$ cat config.mk
export PLATFORM = sky130hd
export DESIGN_NAME = mdu_seq
export DESIGN_NICKNAME = d
export VERILOG_FILES = /design/src/rtl/mdu_seq.sv
export SDC_FILE = /design/constraint.sdc
export NUM_CORES = 1
export LEC_CHECK = 0
export CORE_MARGIN = 5
export CORE_UTILIZATION = 45
export DETAILED_ROUTE_END_ITERATION = 12
export GPL_TIMING_DRIVEN = 1
export PLACE_DENSITY = 0.76
export SYNTH_ARGS = -nofsm -noshare
export SYNTH_HDL_FRONTEND = slang
export SYNTH_SLANG_ARGS = --single-unit
$ cat constraint.sdc
create_clock -name clk -period 3.05 [get_ports clk]
set_input_delay 0.61 -clock clk [delete_from_list [all_inputs] [get_ports clk]]
set_output_delay 0.61 -clock clk [all_outputs]
set_load 0.005 [all_outputs]
$ cat src/rtl/mdu_seq.sv
`default_nettype none
// ============================================================================
//  Module   : mdu_seq
//  Purpose  : Iterative radix-2 multiply/divide unit with internal HI/LO
//             registers, start/busy/done handshake and direct HI/LO writes.
//  Revision : 1.0 - initial release
// ============================================================================
module mdu_seq #(
  parameter int WIDTH = 32,
  parameter int CNT_W = 6
) (
  input  logic             clk,
  input  logic             rst_n,
  input  logic             start,
  input  logic [1:0]       op,
  input  logic [WIDTH-1:0] src_a,
  input  logic [WIDTH-1:0] src_b,
  input  logic             hi_we,
  input  logic             lo_we,
  input  logic [WIDTH-1:0] wdata,
  output logic             busy,
  output logic             done,
  output logic             div_zero,
  output logic [WIDTH-1:0] hi,
  output logic [WIDTH-1:0] lo
);

  localparam logic [CNT_W-1:0] LAST_STEP = CNT_W'(WIDTH - 1);

  typedef enum logic [1:0] {
    S_IDLE = 2'd0,
    S_CALC = 2'd1,
    S_FIX  = 2'd2
  } state_t;

  state_t             state;
  state_t             next_state;
  logic [CNT_W-1:0]   cnt;
  // Multiply: {upper partial product, remaining multiplier bits}
  // Divide  : {partial remainder, dividend bits shifting into quotient}
  logic [2*WIDTH-1:0] acc;
  logic [WIDTH-1:0]   operand;   // |multiplicand| or |divisor|
  logic               is_div;
  logic               dz_pend;
  logic               neg_res;
  logic               neg_rem;

  // Operand decode and magnitude extraction at request time
  logic               op_signed;
  logic               op_div;
  logic               b_zero;
  logic [WIDTH-1:0]   abs_a;
  logic [WIDTH-1:0]   abs_b;

  assign op_signed = ~op[0];
  assign op_div    = op[1];
  assign b_zero    = (src_b == '0);
  assign abs_a     = (op_signed && src_a[WIDTH-1]) ? (~src_a + 1'b1) : src_a;
  assign abs_b     = (op_signed && src_b[WIDTH-1]) ? (~src_b + 1'b1) : src_b;

  // One iteration of each algorithm
  logic [WIDTH:0]     mul_sum;
  logic [2*WIDTH-1:0] mul_next;
  logic [WIDTH:0]     div_trial;
  logic [2*WIDTH-1:0] div_next;

  assign mul_sum   = {1'b0, acc[2*WIDTH-1:WIDTH]} + (acc[0] ? {1'b0, operand} : '0);
  assign mul_next  = {mul_sum, acc[WIDTH-1:1]};
  // Shifted remainder is below 2*divisor, so WIDTH+1 bits hold the signed trial
  assign div_trial = {acc[2*WIDTH-1:WIDTH], acc[WIDTH-1]} - {1'b0, operand};
  assign div_next  = div_trial[WIDTH] ? {acc[2*WIDTH-2:0], 1'b0}
                                      : {div_trial[WIDTH-1:0], acc[WIDTH-2:0], 1'b1};

  // Sign fix-up of the magnitude results
  logic [2*WIDTH-1:0] prod_fix;
  logic [WIDTH-1:0]   quo_fix;
  logic [WIDTH-1:0]   rem_fix;

  assign prod_fix = neg_res ? (~acc + 1'b1) : acc;
  assign quo_fix  = neg_res ? (~acc[WIDTH-1:0] + 1'b1) : acc[WIDTH-1:0];
  assign rem_fix  = neg_rem ? (~acc[2*WIDTH-1:WIDTH] + 1'b1) : acc[2*WIDTH-1:WIDTH];

  assign busy = (state != S_IDLE);

  // State register
  always_ff @(posedge clk or negedge rst_n) begin
    if (!rst_n) state <= S_IDLE;
    else        state <= next_state;
  end

  // Next-state logic; divide by zero skips the iteration phase
  always_comb begin
    next_state = state;
    case (state)
      S_IDLE: if (start) next_state = (op_div && b_zero) ? S_FIX : S_CALC;
      S_CALC: if (cnt == LAST_STEP) next_state = S_FIX;
      S_FIX:  next_state = S_IDLE;
      default: next_state = S_IDLE;
    endcase
  end

  // Datapath: operand capture, iteration, result write-back, direct writes
  always_ff @(posedge clk or negedge rst_n) begin
    if (!rst_n) begin
      cnt      <= '0;
      acc      <= '0;
      operand  <= '0;
      is_div   <= 1'b0;
      dz_pend  <= 1'b0;
      neg_res  <= 1'b0;
      neg_rem  <= 1'b0;
      done     <= 1'b0;
      div_zero <= 1'b0;
      hi       <= '0;
      lo       <= '0;
    end else begin
      done     <= 1'b0;
      div_zero <= 1'b0;
      case (state)
        S_IDLE: begin
          if (start) begin
            cnt     <= '0;
            is_div  <= op_div;
            dz_pend <= op_div & b_zero;
            neg_res <= op_signed & (src_a[WIDTH-1] ^ src_b[WIDTH-1]);
            neg_rem <= op_signed & op_div & src_a[WIDTH-1];
            if (op_div) begin
              operand <= abs_b;
              // Raw dividend is kept for the divide-by-zero result
              acc     <= {{WIDTH{1'b0}}, b_zero ? src_a : abs_a};
            end else begin
              operand <= abs_a;
              acc     <= {{WIDTH{1'b0}}, abs_b};
            end
          end else begin
            if (hi_we) hi <= wdata;
            if (lo_we) lo <= wdata;
          end
        end
        S_CALC: begin
          cnt <= cnt + CNT_W'(1);
          acc <= is_div ? div_next : mul_next;
        end
        S_FIX: begin
          done     <= 1'b1;
          div_zero <= dz_pend;
          if (dz_pend) begin
            hi <= acc[WIDTH-1:0];
            lo <= {WIDTH{1'b1}};
          end else if (is_div) begin
            hi <= rem_fix;
            lo <= quo_fix;
          end else begin
            hi <= prod_fix[2*WIDTH-1:WIDTH];
            lo <= prod_fix[WIDTH-1:0];
          end
        end
        default: ;
      endcase
    end
  end

endmodule
`default_nettype wire

======== After elaboration in Yosys (flattened, before gate mapping) ========
Cells that the tools add are included.
storage, ports and cells
  latch bits .............................. 0
  RAM bits ................................ 0
  memories kept ........................... 0
  input port bits ......................... 103
  register bits ........................... 174
  memory bits (read-only) ................. 0
  output and inout port bits .............. 67
  logic and storage cells ................. 83
cells by class
  reductions and logical operators ........ 13
  eq/ne operators ......................... 8
  bitwise logic cells ..................... 11
  div/mod/pow operators ................... 0
  multiplexer cells ....................... 31
  shift operators ......................... 0
  multipliers ............................. 0
  add/sub/neg operators ................... 8
  $lt $le $gt $ge ......................... 0
operators with widths
  operator                                              count
  2-to-1 mux 32 bit                                     16
  2-to-1 mux 64 bit                                     4
  adder 32 x 1 -> 32 bit (second input constant)        4
  NOT 32 bit                                            4
  one-hot mux 32 bit (2 select lines)                   2
  one-hot mux 64 bit (2 select lines)                   1
  adder 64 x 1 -> 64 bit (second input constant)        1
  NOT 64 bit                                            1
  adder 32 x 32 -> 33 bit                               1
  subtractor 33 x 32 -> 33 bit                          1
  zero test 32 bit                                      1
  one-hot mux 6 bit (2 select lines)                    1
  inequality test 2 bit (second input constant)         5
  adder 6 x 1 -> 6 bit (second input constant)          1
  equality test 6 x 5 -> 1 bit (second input constant)  1
  2-to-1 mux 2 bit                                      3
  2-to-1 mux 6 bit                                      1
  AND reduction 2 bit                                   3
  AND reduction 3 bit                                   2
  nonzero test 2 bit                                    3
  AND 1 bit                                             4
  one-hot mux 2 bit (2 select lines)                    1
  logical AND 1 bit                                     3
  equality test 2 x 1 -> 1 bit (second input constant)  1
  other kinds (5)                                       6

======== Depth between registers and ports, before layout ========
  depth in word-level cells ............... 7
  mapped depth ............................ 15

======== Worst setup path before layout ========
Ideal clock, no wire load.
  path kind ............................... reg2reg
  from .................................... register acc[46]
  to ...................................... register acc[32]
  path slack .............................. -0.055 ns
  data required time ...................... 2.960 ns
  cell stages (with the launch flop) ...... 13
  arrival time ............................ 3.014 ns
  clock period less this slack ............ 3.105 ns
  buffers on the path ..................... 2
  cell sequence ........................... dfrtp_1 ha_1 a21oi_1 o21ai_0 a32oi_1 nand2_1 or4_1 buf_2 and3_1 buf_2 nor2_8 mux2_2 o221ai_1
between the ends
  word-level cells in the longest chain between the ends .. 4
RTL lines
  element                              RTL line  text
  start: declaration                   41        logic [2*WIDTH-1:0] acc;
  start signal: assignment             130       acc <= {{WIDTH{1'b0}}, b_zero ? src_a : abs_a};
  start signal: assignment             133       acc <= {{WIDTH{1'b0}}, abs_b};
  start signal: assignment             142       acc <= is_div ? div_next : mul_next;
  subtractor 33 x 32 -> 33 bit         70        assign div_trial = {acc[2*WIDTH-1:WIDTH], acc[WIDTH-1]} - {1'b0, operand};
  2-to-1 mux 64 bit                    71        assign div_next = div_trial[WIDTH] ? {acc[2*WIDTH-2:0], 1'b0}
  2-to-1 mux 64 bit                    142
  one-hot mux 64 bit (2 select lines)  119       case (state)
Every way passes these cells.
A chain may end at the register's enable or synchronous reset.

======== Worst setup path after layout ========
  from .................................... register acc[33]
  to ...................................... register acc[0]
Same word-level chain as after synthesis.

==> metrics.txt <==
Synth Area in Simple Gates=19.3%; Reg power frac=16.1%; Sink Count=174; gr usage total=32.2%; final setup vio count=3; Hold Slack=0.0988 ns; worst-path fanout max=6; Core ar.=34500 sq um; fmax=324 MHz; root buf cell=clkbuf_16; largest net degree at the start of global routing=65; Yosys warning count=0; ys async rst share=100%; Synth area leaders=dfrtp_1, xnor2_1, o21ai_0; setup TNS=-0.0385 ns; combinational share of power=75.5%; most frequent cells in the layout=buf_4, nand2_1, o21ai_0; clk_skew=0.0110 ns; Synth Cell Area=15800 sq um; final hold vios=0; share of layout cells above drive strength 1=23.8%; vias in the first global route=17100; routability cong.=0.973; Synth Net Count=2214; mux cell area share after synthesis=3.59%; worst min path class=input pin to async pin; cells after synthesis=2040; I/O pins=170; Slew HR=44.8%; Pleak=0.00944 uW; CP Capture Type=flop; Antenna Violating Nets Remaining=0; XOR/XNOR share of the synthesized area=11.1%; flops & latches, synth=174; die height=197 um; adder-cell share of the synthesized area=5.73%; Place WS=-0.423 ns; clk slew on worst S/H paths=0.08 ns; CP Launch Type=flop; H-tree depth=4; CP Class=flop to flop; outcome=finished with violations; R2R Setup Slk=-0.04 ns; commonest non-fill, non-tap cell in the layout=buf_4; length of the first detailed-routing pass in iterations=6; Vias=18000; Crit path arrival time=3.41 ns; post-detailed-route via-to-cell ratio=6.04; WL per Instance=22.0 um; Seq/Total Area, Yosys=27.6%; 1st-iter DRT viols=1842; CTS Buffer Depth=2; Final min period=3.09 ns; compound-gate portion of the synthesized area=27.0%; Starting Density=45.6%; violated checks=negative setup slack; Synth Flop Type=dfrtp_1; cell taking the most area after synthesis=dfrtp_1; hpwl dp=51700 um; CTS tree=yes; Slew Limit Fails=0; count of flip-flops with a built-in enable after synthesis=0; total routed wirelength=65500 um; Worst Path Required=3.38 ns; Avg Cell Area, Syn=7.72 sq um; global-route wire length before repair=98400 um; Die X=197 um; internal power=14100 uW; # fillers=2989; Finished Layout Cells=2972; DP Area=20400 sq um; initial antenna violation count=0; Setup WS post-layout=-0.0355 ns; grt ovf=0; drt drc=0; number of distinct library cells after synthesis=86; net count reported at finish=2678; clock power share=8.4%; Worst Tran Pin Value=0.825 ns; ANT cells=0; RSZ-0062 raised after global routing=true; area growth from synthesis to layout=39.3%; Cell Pwr Density=1230 nW/um^2; final period utilization=101%; Die ar.=38800 sq um; Psw=12800 uW; largest family of logic cells by synthesized area=compound AO/OA/AOI/OAI gates; worst-case vdd ir drop=0.000679 V; CTS Buf Count=17; Clk Latency, worst-skew pair=0.46 ns; final instance area=21900 sq um; switch share=47.5%; Max-Cap Viols=0; Placement Rows=68; Port Buffer Count=169; worst reg-to-reg path cell count=12; area share of the largest cell type after synthesis=27.6%; Inst Count DP=2911
[cells by family (layout without fill, tap and decap cells)]
kind of cell / after synthesis / in the layout
fa+ha+maj: 71 / 71
simple gates: 635 / 635
xor+xnor: 199 / 199
flops: 174 / 174
compound gates: 697 / 697
mux: 56 / 56
buf+inv: 208 / 685
[stage by stage]
step                power, uW  util, %
floorplan               14300        -
global placement        22000     59.1
detailed placement      22300     59.1
CTS                     25200     61.8
global route            28600     63.5
finish                  26900     63.5
[state kept, by name, summed over array words and instances (netlist names)]
signal and count:
is_div 1, cnt 6, done 1, dz_pend 1, neg_res 1, hi 32
operand 32, state 2, neg_rem 1, lo 32, div_zero 1, acc 64
[worst max-delay path: stages, from the launching register on]
cell and delay [ns]:
dfrtp_1 0.49, ha_1 0.41, nand2b_4 0.12, a21oi_4 0.06
o211ai_1 0.24, nand2_2 0.10, or4_4 0.56, buf_6 0.15
a21oi_4 0.22, nor2_8 0.10, buf_4 0.16, a211oi_2 0.22
o22ai_2 0.13
[metal layers]
layer / routed length, um / global-route usage (%) / share of wire (%) / up-vias
li1: - / - / - / 8317
met1: 27100 / 43.4 / 41 / 8464
met2: 28800 / 49.8 / 44 / 992
met3: 5880 / 5.94 / 9.0 / 181
met4: 3730 / 15.6 / 5.7 / 0
met5: 0 / 0 / 0 / -
[cell type report]
class	count	area, sq um	area share [%]
clock inverter	14	154	0.701
inverter	70	263	1.20
tap	455	569	2.59
clock buffer	18	429	1.96
multi-input combinational	1658	11200	51.1
sequential	174	4360	19.8
timing repair buffer	583	4960	22.6
[timing repair]
item,4_1_cts,5_1_grt
hold buffers,0,0
endpoints found under the setup margin,32,51
resized for setup,62,103
pin swaps,24,56
setup buffers,9,21
[power groups by stage]
stage          clock network (uW)  logic, uW  registers [uW]
2_1_floorplan                   0      10000            4270
3_3_place_gp                    0      17700            4280
3_5_place_dp                    0      18000            4320
4_1_cts                      2260      18700            4290
5_1_grt                      2350      21800            4450
6_report                     2250      20300            4340
[final timing paths]
check,start,end
max in group asynchronous,rst_n,acc[44]$_DFFE_PN0P_
worst min-delay path,rst_n,lo[29]$_DFFE_PN0P_
worst max register to register,acc[33]$_DFFE_PN0P_,acc[0]$_DFFE_PN0P_
worst min register to register,lo[3]$_DFFE_PN0P_,lo[3]$_DFFE_PN0P_
min in group clk,lo[3]$_DFFE_PN0P_,lo[3]$_DFFE_PN0P_
worst max-delay path,acc[33]$_DFFE_PN0P_,acc[0]$_DFFE_PN0P_
[Yosys cell counts (6+ instances only)]
cell type and count:
o211ai_1 17, nor3_1 46, o21ai_1 23, nor2b_1 9
xor2_1 65, ha_1 69, o41ai_1 8, nand2_1 223
buf_6 9, a22oi_1 23, nand4_1 13, xnor2_1 134
a211oi_1 11, nand2b_1 21, or3_1 27, mux2i_1 52
and3_1 9, o21a_1 8, nor4_1 16, inv_1 67
buf_2 10, buf_1 9, o221ai_1 10, and2_1 15
o31ai_1 19, nand3_1 36, o21ai_0 230, a21oi_1 177
a31oi_1 20, dfrtp_1 174, or2_2 10, a221oi_1 7
a222oi_1 16, nor2_1 168, clkbuf_1 104, o22a_1 11
or4_1 12, a21o_1 26, a21boi_0 7, o22ai_1 35
a22o_1 6, o21bai_1 9
No activity file was read; power rests on OpenSTA's default activity.
